## src/rtl/hazard_pkg.sv

```systemverilog
// rtl/hazard_pkg.sv - shared types and constants for the pipeline hazard scheduler
//
// Contents:
//   state_e      scheduler states RUN / LU_STALL / MEM_WAIT
//   event_e      per-cycle hazard events, encoded so a larger value wins
//   LOAD_LAT_*   legal range of the load-use bubble count
//   PERF_CNT_W   width of the optional performance counter ports
//   pick_event   priority resolution of simultaneous hazard requests
//   clamp_lat    folds an out-of-range LOAD_LAT into the legal range
package hazard_pkg;

  typedef enum logic [1:0] {
    RUN      = 2'd0,
    LU_STALL = 2'd1,
    MEM_WAIT = 2'd2
  } state_e;

  // Event encoding doubles as the priority rank: memory wait > branch > load-use > jump.
  typedef enum logic [2:0] {
    EV_NONE     = 3'd0,
    EV_JUMP     = 3'd1,
    EV_LOAD_USE = 3'd2,
    EV_BRANCH   = 3'd3,
    EV_MEM_WAIT = 3'd4
  } event_e;

  localparam int LOAD_LAT_MIN = 1;
  localparam int LOAD_LAT_MAX = 3;
  localparam int PERF_CNT_W   = 32;

  function automatic event_e pick_event(logic mem_wait, logic branch, logic load_use, logic jump);
    if (mem_wait) return EV_MEM_WAIT;
    else if (branch) return EV_BRANCH;
    else if (load_use) return EV_LOAD_USE;
    else if (jump) return EV_JUMP;
    else return EV_NONE;
  endfunction

  function automatic int clamp_lat(int lat);
    if (lat < LOAD_LAT_MIN) return LOAD_LAT_MIN;
    else if (lat > LOAD_LAT_MAX) return LOAD_LAT_MAX;
    else return lat;
  endfunction

endpackage

```

## src/rtl/hazard_cmp.sv

```systemverilog
// rtl/hazard_cmp.sv - combinational load-use register comparator
//
// Ports:
//   rd        destination register of the producing load
//   rs1, rs2  source registers of the consuming instruction
//   uses_rs2  consumer actually reads rs2
//   match_a   rs1 depends on rd
//   match_b   rs2 depends on rd
// Register $0 is hard-wired to zero, so it never creates a dependency.
module hazard_cmp #(
  parameter int REG_W = 5
) (
  input  logic [REG_W-1:0] rd,
  input  logic [REG_W-1:0] rs1,
  input  logic [REG_W-1:0] rs2,
  input  logic             uses_rs2,
  output logic             match_a,
  output logic             match_b
);

  logic rd_nz;

  assign rd_nz   = |rd;
  assign match_a = rd_nz && (rd == rs1);
  assign match_b = rd_nz && uses_rs2 && (rd == rs2);

endmodule

```

## src/rtl/hazard_sched.sv

```systemverilog
// rtl/hazard_sched.sv - 5-stage pipeline hazard scheduler (load-use, branch, jump, memory wait)
//
// Ports:
//   clock, reset            rising-edge clock, asynchronous active-low reset
//   id_rs1/id_rs2/id_uses_rs2, id_jump     ID-stage operand and jump info
//   ex_mem_read/ex_write_addr/ex_branch_taken  EX-stage load and branch info
//   mem_req, mem_ready      MEM-stage access handshake
//   pc_write, ifid_write, ifid_flush       front-end control
//   idex_flush, hazard_a, hazard_b         ID/EX bubble insertion and operand match
//   pipe_hold               ID/EX and EX/MEM hold during a memory wait
//   stall_cnt, flush_cnt, memwait_cnt      present only with HAZARD_PERF_CNT_EN
module hazard_sched
  import hazard_pkg::*;
#(
  parameter int LOAD_LAT = 1,
  parameter int REG_W    = 5
) (
  input  logic             clock,
  input  logic             reset,
  input  logic [REG_W-1:0] id_rs1,
  input  logic [REG_W-1:0] id_rs2,
  input  logic             id_uses_rs2,
  input  logic             id_jump,
  input  logic             ex_mem_read,
  input  logic [REG_W-1:0] ex_write_addr,
  input  logic             ex_branch_taken,
  input  logic             mem_req,
  input  logic             mem_ready,
  output logic             pc_write,
  output logic             ifid_write,
  output logic             ifid_flush,
  output logic             idex_flush,
  output logic             hazard_a,
  output logic             hazard_b,
  output logic             pipe_hold
`ifdef HAZARD_PERF_CNT_EN
  ,
  output logic [PERF_CNT_W-1:0] stall_cnt,
  output logic [PERF_CNT_W-1:0] flush_cnt,
  output logic [PERF_CNT_W-1:0] memwait_cnt
`endif
);

  localparam int         LAT       = clamp_lat(LOAD_LAT);
  localparam logic [1:0] BCNT_INIT = 2'(LAT - 1);

  state_e           state_q, state_d;
  state_e           ret_q, ret_d;     // state to resume once a memory wait ends
  state_e           eff;              // state whose rules apply this cycle
  logic [1:0]       bcnt_q, bcnt_d;
  logic [REG_W-1:0] lu_rd_q, lu_rd_d;
  logic [REG_W-1:0] cmp_rd;
  logic             started_q;        // first edge after release only arms decode
  logic             match_a, match_b;
  logic             mem_wait, load_use;
  event_e           ev;

  // A cycle in MEM_WAIT where the access completes behaves as the pre-wait state.
  assign eff      = (state_q == MEM_WAIT) ? ret_q : state_q;
  assign cmp_rd   = (eff == LU_STALL) ? lu_rd_q : ex_write_addr;
  assign mem_wait = mem_req & ~mem_ready;
  assign load_use = ex_mem_read & (match_a | match_b);

  hazard_cmp #(.REG_W(REG_W)) u_cmp (
    .rd       (cmp_rd),
    .rs1      (id_rs1),
    .rs2      (id_rs2),
    .uses_rs2 (id_uses_rs2),
    .match_a  (match_a),
    .match_b  (match_b)
  );

  always_comb begin
    state_d    = state_q;
    ret_d      = ret_q;
    bcnt_d     = bcnt_q;
    lu_rd_d    = lu_rd_q;
    pc_write   = 1'b1;
    ifid_write = 1'b1;
    ifid_flush = 1'b0;
    idex_flush = 1'b0;
    hazard_a   = 1'b0;
    hazard_b   = 1'b0;
    pipe_hold  = 1'b0;

    // Branch, load-use and jump are only decoded in RUN; LU_STALL has a bubble in EX.
    ev = pick_event(mem_wait,
                    (eff == RUN) && ex_branch_taken,
                    (eff == RUN) && load_use,
                    (eff == RUN) && id_jump);

    unique case (ev)
      EV_MEM_WAIT: begin
        pc_write   = 1'b0;
        ifid_write = 1'b0;
        pipe_hold  = 1'b1;
        state_d    = MEM_WAIT;
        ret_d      = eff;
      end
      EV_BRANCH: begin
        ifid_flush = 1'b1;
        idex_flush = 1'b1;
        state_d    = RUN;
      end
      EV_LOAD_USE: begin
        pc_write   = 1'b0;
        ifid_write = 1'b0;
        idex_flush = 1'b1;
        hazard_a   = match_a;
        hazard_b   = match_b;
        if (LAT == 1) begin
          state_d = RUN;
        end else begin
          bcnt_d  = BCNT_INIT;
          lu_rd_d = ex_write_addr;
          state_d = LU_STALL;
        end
      end
      EV_JUMP: begin
        ifid_flush = 1'b1;
        state_d    = RUN;
      end
      default: begin
        if (eff == LU_STALL) begin
          pc_write   = 1'b0;
          ifid_write = 1'b0;
          idex_flush = 1'b1;
          hazard_a   = match_a;
          hazard_b   = match_b;
          bcnt_d     = bcnt_q - 2'd1;
          state_d    = (bcnt_q == 2'd1) ? RUN : LU_STALL;
        end else begin
          state_d = RUN;
        end
      end
    endcase

    // Reset and the arming cycle after release squash the whole pipe front.
    if (!reset || !started_q) begin
      pc_write   = 1'b0;
      ifid_write = 1'b0;
      ifid_flush = 1'b1;
      idex_flush = 1'b1;
      hazard_a   = 1'b0;
      hazard_b   = 1'b0;
      pipe_hold  = 1'b0;
    end
  end

  always_ff @(posedge clock or negedge reset) begin
    if (!reset) begin
      state_q   <= RUN;
      ret_q     <= RUN;
      bcnt_q    <= 2'd0;
      lu_rd_q   <= '0;
      started_q <= 1'b0;
    end else if (!started_q) begin
      started_q <= 1'b1;
    end else begin
      state_q <= state_d;
      ret_q   <= ret_d;
      bcnt_q  <= bcnt_d;
      lu_rd_q <= lu_rd_d;
    end
  end

`ifdef HAZARD_PERF_CNT_EN
  localparam logic [PERF_CNT_W-1:0] CNT_ONE = PERF_CNT_W'(1);

  logic [PERF_CNT_W-1:0] stall_cnt_q, stall_cnt_d;
  logic [PERF_CNT_W-1:0] flush_cnt_q, flush_cnt_d;
  logic [PERF_CNT_W-1:0] memwait_cnt_q, memwait_cnt_d;

  always_comb begin
    stall_cnt_d   = stall_cnt_q;
    flush_cnt_d   = flush_cnt_q;
    memwait_cnt_d = memwait_cnt_q;
    if (!pc_write) stall_cnt_d = stall_cnt_q + CNT_ONE;
    if (ifid_flush || idex_flush) flush_cnt_d = flush_cnt_q + CNT_ONE;
    if (state_q == MEM_WAIT) memwait_cnt_d = memwait_cnt_q + CNT_ONE;
  end

  always_ff @(posedge clock or negedge reset) begin
    if (!reset) begin
      stall_cnt_q   <= '0;
      flush_cnt_q   <= '0;
      memwait_cnt_q <= '0;
    end else if (started_q) begin
      stall_cnt_q   <= stall_cnt_d;
      flush_cnt_q   <= flush_cnt_d;
      memwait_cnt_q <= memwait_cnt_d;
    end
  end

  assign stall_cnt   = stall_cnt_q;
  assign flush_cnt   = flush_cnt_q;
  assign memwait_cnt = memwait_cnt_q;
`endif

endmodule

```

## config.mk

```make
export PLATFORM = sky130hd
export DESIGN_NAME = hazard_sched
export DESIGN_NICKNAME = d
export VERILOG_FILES = /design/src/rtl/hazard_pkg.sv /design/src/rtl/hazard_cmp.sv /design/src/rtl/hazard_sched.sv
export SDC_FILE = /design/constraint.sdc
export NUM_CORES = 1
export LEC_CHECK = 0
export ABC_AREA = 1
export BUFFER_PORTS_ARGS = -buffer_cell sky130_fd_sc_hd__buf_2
export CAP_MARGIN = 20
export CORE_UTILIZATION = 50
export CTS_BUF_LIST = sky130_fd_sc_hd__clkbuf_4 sky130_fd_sc_hd__clkbuf_8
export DETAILED_ROUTE_END_ITERATION = 10
export GPL_ROUTABILITY_DRIVEN = 0
export PLACE_DENSITY = 0.82
export REMOVE_ABC_BUFFERS = 1
export SETUP_SLACK_MARGIN = 0.4
export SKIP_CTS_REPAIR_TIMING = 1
export SYNTH_ARGS = -nofsm -noshare
export SYNTH_HDL_FRONTEND = slang
export SYNTH_SLANG_ARGS = --single-unit
```

## constraint.sdc

```tcl
create_clock -name clock -period 2.6 [get_ports clock]
set_input_delay 0.13 -clock clock [delete_from_list [all_inputs] [get_ports clock]]
set_output_delay 0.13 -clock clock [all_outputs]
set_load 0.005 [all_outputs]
```

* Word-level counts from Yosys, hierarchy flattened *
Index checks and enable logic that the tools add are counted.

storage, ports and cells
  register bits after elaboration = 7
  output and inout bits = 7
  input bits = 23
  logic and storage cells = 64

operators by class
  reduce and logical (&&, ||, !) cells = 20
  mux-type cells = 25
  bitwise logic cells = 5
  add/sub/neg operators = 1
  eq/ne operators = 9

operators by type and width
  operator                                                            count
  1-bit 2-to-1 mux                                                    15
  5-bit == test                                                       2
  1-bit case mux with 2 select lines                                  4
  2-bit OR reduction                                                  4
  3-bit by 2-bit == test with 1-bit output, second input constant     2
  1-bit logical AND                                                   6
  2-bit 2-to-1 mux                                                    3
  3-bit OR reduction                                                  2
  5-bit 2-to-1 mux                                                    1
  5-bit OR reduction                                                  1
  2-bit by 1-bit == test with 1-bit output, second input constant     2
  2-bit case mux with 2 select lines                                  1
  4-bit OR reduction                                                  1
  3-bit by 1-bit == test with 1-bit output, second input constant     1
  3-bit == test, second input constant                                1
  3-bit 2-to-1 mux                                                    1
  3-bit AND reduction                                                 1
  1-bit bitwise AND                                                   2
  2-bit == test, second input constant                                1
  1-bit zero test                                                     2
  2-bit zero test                                                     1
  1-bit inverter                                                      2
  2-bit AND reduction                                                 1
  2-bit by 1-bit subtractor with 2-bit output, second input constant  1
  other kinds (2)                                                     2

* Longest topological paths before layout *
Gate-level depths: netlist (run 1).

  depth after elaboration = 17
  gate-level depth with buffers = 15
  depth with buffers taken out = 15

* By module *
Synthesis (run 1) repeated with hierarchy kept, for this count alone.

unflattened totals
  cell total of the unflattened synthesis = 124
  area total of the unflattened synthesis = 738.2 µm²

modules (own cells, without submodules)
  module        sequential area each (µm²)  times used  cells each  area each (µm²)
  hazard_sched  175.2                       1           69          519.2
  hazard_cmp    0.0                         1           55          219.0

* Worst setup path before layout (run 1) *
OpenSTA, ideal clock, no wires.

  kind = reg-to-output
  start point = register state_q[0]
  end point = output pc_write
  path buffers = 2
  stages on the path, launching flop included = 14
  arrival = 1.567 ns
  required time = 2.470 ns
  setup slack = 0.903 ns
  cell sequence = dfrtp_1 o21ai_4 nand2_4 buf_12 o21ai_2 nand3_2 inv_2 nor2_1 nand2_2 nand2_2 nand3_2 nand2_1 nor2_1 buf_4

on the way
  cells in the longest elaborated chain, start to end = 17
  elaborated cells between the ends (all ways) = 29
  classes of those cells = 8 x eq/ne; 9 x mux; 2 x bitwise; 10 x reduce/logical

ends and longest elaborated chain
  what                                                                    line                                     text
  start: declaration                                                      hazard_sched.sv:47                       state_e state_q, state_d;
  start signal: assignment                                                hazard_sched.sv:160                      state_q <= state_d;
  2-bit == test                                                           hazard_sched.sv:59                       assign eff = (state_q == MEM_WAIT) ? ret_q : state_q;
  2-bit 2-to-1 mux (*)                                                    hazard_sched.sv:59
  2-bit by 1-bit == test with 1-bit output                                hazard_sched.sv:60, hazard_sched.sv:124
  5-bit 2-to-1 mux                                                        hazard_sched.sv:60                       assign cmp_rd = (eff == LU_STALL) ? lu_rd_q : ex_write_addr;
  5-bit OR reduction                                                      hazard_cmp.sv:23                         assign rd_nz = |rd;
  1-bit logical AND (2 in series)                                         hazard_cmp.sv:25                         assign match_b = rd_nz && uses_rs2 && (rd == rs2);
  1-bit OR                                                                hazard_sched.sv:62                       assign load_use = ex_mem_read & (match_a | match_b);
  1-bit bitwise AND                                                       hazard_sched.sv:62
  1-bit logical AND                                                       hazard_sched.sv:89                       (eff == RUN) && load_use,
  2-bit 2-to-1 mux                                                        hazard_pkg.sv:34                         else if (load_use) return EV_LOAD_USE;
  2-bit 2-to-1 mux                                                        hazard_pkg.sv:33                         else if (branch) return EV_BRANCH;
  3-bit 2-to-1 mux                                                        hazard_pkg.sv:32                         if (mem_wait) return EV_MEM_WAIT;
  3-bit by 1-bit == test with 1-bit output, or another cell as far along  --
  2-bit OR reduction (no source line)                                     --
  1-bit case mux with 2 select lines (*)                                  --
  1-bit 2-to-1 mux (*)                                                    --
  end: declaration                                                        hazard_sched.sv:29                       output logic pc_write,

Mark *: on every way between the ends. The rest lies on a longest branch, timed or not.

* Worst setup path in the final report (run 1) *
  start point = register ret_q[1]
  end point = output hazard_b

on the way
  cells in the longest elaborated chain, start to end = 16
  elaborated cells between the ends (all ways) = 27
  classes of those cells = 7 x eq/ne; 9 x mux; 2 x bitwise; 9 x reduce/logical

ends and longest elaborated chain
  what                                                                    line                                     text
  start: declaration                                                      hazard_sched.sv:48                       state_e ret_q, ret_d;
  start signal: assignment                                                hazard_sched.sv:161                      ret_q <= ret_d;
  2-bit 2-to-1 mux (*)                                                    hazard_sched.sv:59
  2-bit by 1-bit == test with 1-bit output                                hazard_sched.sv:60, hazard_sched.sv:124
  5-bit 2-to-1 mux                                                        hazard_sched.sv:60
  5-bit OR reduction                                                      hazard_cmp.sv:23
  1-bit logical AND (2 in series)                                         hazard_cmp.sv:25
  1-bit OR                                                                hazard_sched.sv:62
  1-bit bitwise AND                                                       hazard_sched.sv:62
  1-bit logical AND                                                       hazard_sched.sv:89
  2-bit 2-to-1 mux                                                        hazard_pkg.sv:34
  2-bit 2-to-1 mux                                                        hazard_pkg.sv:33
  3-bit 2-to-1 mux                                                        hazard_pkg.sv:32
  3-bit by 1-bit == test with 1-bit output, or another cell as far along  hazard_sched.sv:92                       unique case (ev)
  3-bit OR reduction (no source line)                                     --
  1-bit case mux with 2 select lines (*)                                  hazard_sched.sv:92
  1-bit 2-to-1 mux (*)                                                    hazard_sched.sv:139                      if (!reset || !started_q) begin
  end: declaration                                                        hazard_sched.sv:34                       output logic hazard_b,

Marks and branches as above.

==> results.md, run 1 <==
- M3 GR Usage: 3.33%
- Final core utilization: 77.6%
- Rows: 13
- # DRC: 0
- Synth warnings: 0
- Hold Path Class: primary input to async pin
- RSZ-0062 raised after global routing: true
- Critical Path Source Type: flop
- Grt ovf: 0
- Area contributors post-synth: dfrtp_1, nand2_1, inv_1, nand3_2, nor2_1
- Avg Vias per Cell: 5.13
- Filler cell count in the final layout: 104
- Syn Inst Count: 113
- Most used cell, CP: nand3_2
- Fin area: 1030 sq um
- Top cell type's share of synthesized area: 23.7%
- Total GRT Usage: 20.2%
- First-pass iteration count of the detailed router: 4
- Clk_lat worst skew: 240 ps
- DIE AREA: 1630 sq um
- Wirelength per Cell: 11.5 um
- First-pass GRT wire length: 2190 um
- Final setup fails: 0
- Worst r2r src: ret_q[1]
- Sequential cell area fraction in the yosys report: 23.7%
- Slowest CP cell: dfrtp_1
- HPWL Detailed: 1290 um
- Dominant cell type by area after synthesis: dfrtp_1
- Worst-path clk slew: 50 ps
- Port bufs: 29
- CP Class: flop to primary output
- Cell area power density: 510 nW/um^2
- Tcrit/Tclk final: 85.3%
- Final Hold Fails: 0
- H-tree levels: 1
- Largest net degree at the start of global routing: 19
- Clock buffer depth: 2
- Clock period minus worst slack: 2220 ps
- Commonest non-fill, non-tap cell in the layout: nand2_1
- CTS tree: done
- Max stage delay on crit path: 420 ps
- Final Net Count: 179
- Reg-to-reg slack, setup: 900 ps
- CTS Buf Count: 3
- Initial Utilization: 55.3%
- Via count of the first global-routing pass: 592
- Fmax: 451 MHz
- Pins Over Slew Limit: 0
- Core Box Area: 1330 sq um
- Synth Area per Inst: 6.53 sq um
- Die height: 40.4 um
- Worst vdd ir: 0.373 mV
- Pleak: 0.599 nW
- ANT cells: 0
- Required time worst endpoint: 2470 ps
- Area grow syn2layout: 40.2%
- CP Cell Sequence: o21ai_4, buf_12, nand2_4, buf_4, nand3b_4, nand3_2, nor2_2, nand2_2, nand2_2, nand2_1, nand3_2, nand3_2, nor2_1, buf_2
- Final ANT Viol Nets: 0
- Max cap viols: 0
- Worst Setup SP: ret_q[1]
- Worst setup EP type: primary output
- Setup TNS: 0 ps
- Synth cell types: 24
- M2 GR Usage: 39.7%
- Busiest grt layer: met2
- Post-DP Area: 875 sq um
- Status: completed
- WP data arrival: 2090 ps
- Crit-path max FO: 8
- Met1 Use GR: 21.8%
- Initial antenna violation count: 0
- DRT iter0 DRCs: 27
- Clock sinks: 7
- Final WL: 1940 um
- Root Driver: clkbuf_4
- FF+latch count, synth: 7
- Share of layout cells above drive strength 1: 42.9%
- Most frequent cells in the layout: nand2_1, buf_2, inv_1
- DR vias: 867
- Worst Clk Skew: 0.333 ps
- Mapped Area: 738 sq um
- I/O Pins: 30
- Die extent in x: 40.4 um
-- per-stage QoR --
stage | hold WS (ps) | std cells | power (mW) | worst slack, ps
global route | 261 | 169 | 0.567 | 286
finish | 254 | 169 | 0.528 | 382
floorplan | -166 | 111 | 0.301 | 921
CTS | -292 | 159 | 0.467 | 414
detailed placement | -27.2 | 155 | 0.357 | 689
global placement | -29.5 | 155 | 0.348 | 729
-- synth_stat cells (all sizes together) --
library cell	number
inv	18
a21oi	2
xnor2	2
o21ai	7
nand2	43
nand3	13
nand3b	3
nor2	12
ha	1
and3	1
buf	2
conb	1
dfrtp	7
o22ai	1
-- worst max-delay path, delay by kind of cell, from the launching register on --
kind | cells | cell delay [ps]
buffers and inverters | 3 | 420
DFF | 1 | 420
AOI/OAI and AO/OA | 1 | 200
and+or+nand+nor | 10 | 810
-- routing by layer --
layer  vias up  share of wire [%]
li1        434                  -
met1       377                 41
met2        44                 49
met3        12                5.5
met4         0                4.5
met5         -                  0
-- kinds of logic (layout without fill, tap and decap cells) --
group | after synthesis | count (layout) | share of synthesized area, %
DFF | 7 | 7 | 23.7
buffers and inverters | 20 | 59 | 12.9
adders and majority gates | 1 | 1 | 1.69
other | 1 | 1 | 0.508
AOI/OAI and AO/OA | 10 | 10 | 9.49
xor gates and xnor gates | 2 | 2 | 2.37
and+or+nand+nor | 72 | 74 | 49.3
-- path summary, 6_finish.rpt --
| kind | to | cells after the start |
|---|---|---|
| hold / removal | ret_q[1] | 2 |
| hold reg to reg | bcnt_q[0] | 1 |
| min in group clock | state_q[1] | 4 |
| setup / recovery | hazard_b | 14 |
| setup reg to reg | bcnt_q[1] | 8 |
| max in group asynchronous | bcnt_q[1] | 2 |
-- area by class of cell --
cell class / count / area (sq um) / area share (%)
clock buffer: 4 / 30.0 / 2.90
sequential: 7 / 175 / 16.9
multi-input combinational: 88 / 523 / 50.5
inverter: 18 / 67.6 / 6.53
tap: 15 / 18.8 / 1.81
timing repair buffer: 37 / 220 / 21.3
-- sequential cells by signal, summed over array words and instances, names as in the netlist --
register	count
ret_q	2
bcnt_q	2
state_q	2
started_q	1
-- where the power goes --
part	leakage (nW)	total [mW]	switching [mW]	internal [mW]
Sequential	0.0880	0.152	0.0181	0.134
Clock	0.0184	0.106	0.0374	0.0688
Combinational	0.492	0.269	0.154	0.115
(Power assumes the default switching activity.)
==> inputs of run 2 (changes only) <==
--- a/config.mk
+++ b/config.mk
@@ -8,11 +8,13 @@
 export ABC_AREA = 1
 export BUFFER_PORTS_ARGS = -buffer_cell sky130_fd_sc_hd__buf_2
 export CAP_MARGIN = 20
-export CORE_UTILIZATION = 50
+export CELL_PAD_IN_SITES_DETAIL_PLACEMENT = 1
+export CELL_PAD_IN_SITES_GLOBAL_PLACEMENT = 1
+export CORE_UTILIZATION = 35
 export CTS_BUF_LIST = sky130_fd_sc_hd__clkbuf_4 sky130_fd_sc_hd__clkbuf_8
 export DETAILED_ROUTE_END_ITERATION = 10
 export GPL_ROUTABILITY_DRIVEN = 0
-export PLACE_DENSITY = 0.82
+export PLACE_DENSITY_LB_ADDON = 0.1
 export REMOVE_ABC_BUFFERS = 1
 export SETUP_SLACK_MARGIN = 0.4
 export SKIP_CTS_REPAIR_TIMING = 1
==> run 2 against run 1 <==
  * Non-clock buffer count decreased by 1
  * Flip-flop and latch count did not move
  * Sequential power about the same
  * Worst hold slack lost 12 ps
  * Combinational power is 7.8% lower
  * Maximum frequency down 1.9%
  * Sequential share of layout area is 0.66 points higher
  * Via count down 4.3%
  * Register-to-register slack better by 100 ps
  * Worst setup slack worse by 43 ps
  * Total power is 3.2% lower
  * Critical path type unchanged
==> results.md, run 2 (synthesis gave the netlist of run 1 again) <==
- DRT iter0 DRCs: 10 (-63%)
- Initial antenna violation count: 0 (unchanged)
- Crit-path max FO: 17 (+9)
- Tcrit/Tclk final: 86.9% (+1.6 points)
- Worst vdd ir: 0.331 mV (-11%)
- Grt ovf: 0 (unchanged)
- Most frequent cells in the layout: nand2_1, buf_2, inv_1
- Cell area power density: 513 nW/um^2 (+0.57%)
- Final setup fails: 0 (unchanged)
- CP Class: flop to primary output
- Biggest registers after layout: bcnt_q: 2 flops, ret_q: 2 flops, state_q: 2 flops
- Max cap viols: 0 (unchanged)
- Initial Utilization: 37.2% (-18 points)
- DIE AREA: 2300 sq um (+41%)
- Hold_ws: 242 ps (-12.0 ps)
- Clk_lat worst skew: 260 ps (+20 ps)
- First-pass GRT wire length: 2960 um (+35%)
- Final ANT Viol Nets: 0 (unchanged)
- Worst setup EP type: primary output
- CTS tree: done
- DR vias: 830 (-4.3%)
- Final core utilization: 50.3% (-27 points)
- RSZ-0062 raised after global routing: true
- Setup TNS: 0 ps (unchanged)
- Critical Path Source Type: flop
- I/O Pins: 30 (unchanged)
- Filler cell count in the final layout: 286 (+180%)
- Worst-path clk slew: 60 ps (about the same)
- Fmax: 442 MHz (-1.9%)
- CTS Buf Count: 3 (unchanged)
- ANT cells: 0 (unchanged)
- Rows: 16 (+3)
- Commonest non-fill, non-tap cell in the layout: nand2_1
- HPWL Detailed: 1510 um (+17%)
- # DRC: 0 (unchanged)
- Share of layout cells above drive strength 1: 38.4% (-4.4 points)
- Hold Path Class: primary input to async pin
- Placed Cells: 167 (+7.7%)
- Port bufs: 29 (unchanged)
- Status: completed
- Core Box Area: 1980 sq um (+49%)
- Worst Clk Skew: 10.5 ps (+10.1 ps)
- Required time worst endpoint: 2470 ps (about the same)
- Avg Vias per Cell: 4.66 (-9.1%)
- Final cell count without fillers: 178 (+5.3%)
- First-pass iteration count of the detailed router: 4 (unchanged)
- Area grow syn2layout: 34.9%
- Die extent in x: 47.9 um (+19%)
- Clock period minus worst slack: 2260 ps (+42.5 ps)
- Power Total: 0.511 mW (-3.2%)
- Die height: 47.9 um (+19%)
- Final Hold Fails: 0 (unchanged)
- Final WL: 2040 um (+5.1%)
- Wirelength per Cell: 11.5 um (-0.22%)
- Pins Over Slew Limit: 0 (unchanged)
- Clock buffer depth: 2 (unchanged)
- Total GRT Usage: 18.5% (-1.7 points)
- Clock sinks: 7 (unchanged)
- Register Area: 175 sq um (unchanged)
- Root Driver: clkbuf_4
- H-tree levels: 1 (unchanged)
- Via count of the first global-routing pass: 748 (+26%)
- Final Net Count: 176 (-1.7%)
- WP data arrival: 2130 ps (+40 ps)
- Pleak: 0.584 nW (-2.5%)
- Area of the multi-input gates: 477 sq um (-8.9%)
- Largest net degree at the start of global routing: 19 (unchanged)
-- run 2: path summary, 6_finish.rpt --
kind                       cells after the start       from        end  slack [ps]
max                                           14   ret_q[1]   hazard_a         340
min                                            2      reset   ret_q[0]         240
max reg2reg                                    7   ret_q[1]  bcnt_q[1]        1000
min reg2reg                                    1  bcnt_q[0]  bcnt_q[0]         490
max in group asynchronous                      2      reset  bcnt_q[0]        2180
min in group clock                             4  mem_ready   ret_q[0]         290
-- run 2: layer usage --
layer | routed length, um | vias up | GRT usage, %
met2 | 1060 | 23 | 31.1
met3 | 83 | 4 | 4.53
met1 | 858 | 380 | 22.9
met5 | 0 | - | 0
li1 | - | 423 | -
met4 | 40 | 0 | 6.67
-- run 2: power breakdown --
part           leakage, nW  internal [mW]  total (mW)  switching, mW
Combinational        0.477          0.109       0.248          0.138
Clock               0.0184         0.0691       0.112         0.0426
Sequential          0.0880          0.134       0.151         0.0172
-- run 2: final cells by class --
class                   count  share of cell area [%]
repair buffers             36                    21.4
multi-input cells          86                    47.9
clock buffers               4                    3.02
flip-flops and latches      7                    17.6
well taps                  27                    3.39
inverters                  18                    6.78
-- run 2: critical path, cell delays in order (launching register included) --
cell	delay, ps
dfrtp_1	410
o21ai_4	250
nand2_8	130
nand2_1	110
nand2_1	50
nand2_1	70
nand2_1	50
nor2_1	140
nand2_2	90
nand2_2	90
nand3_2	90
nand2_2	90
nand3_2	70
nor2_1	100
buf_2	130
-- run 2: metrics by stage --
stage               area [sq um]  worst slack (ps)
floorplan                    711               921
global placement             890               647
detailed placement           890               626
CTS                          920               335
global route                 996               117
finish                       996               340
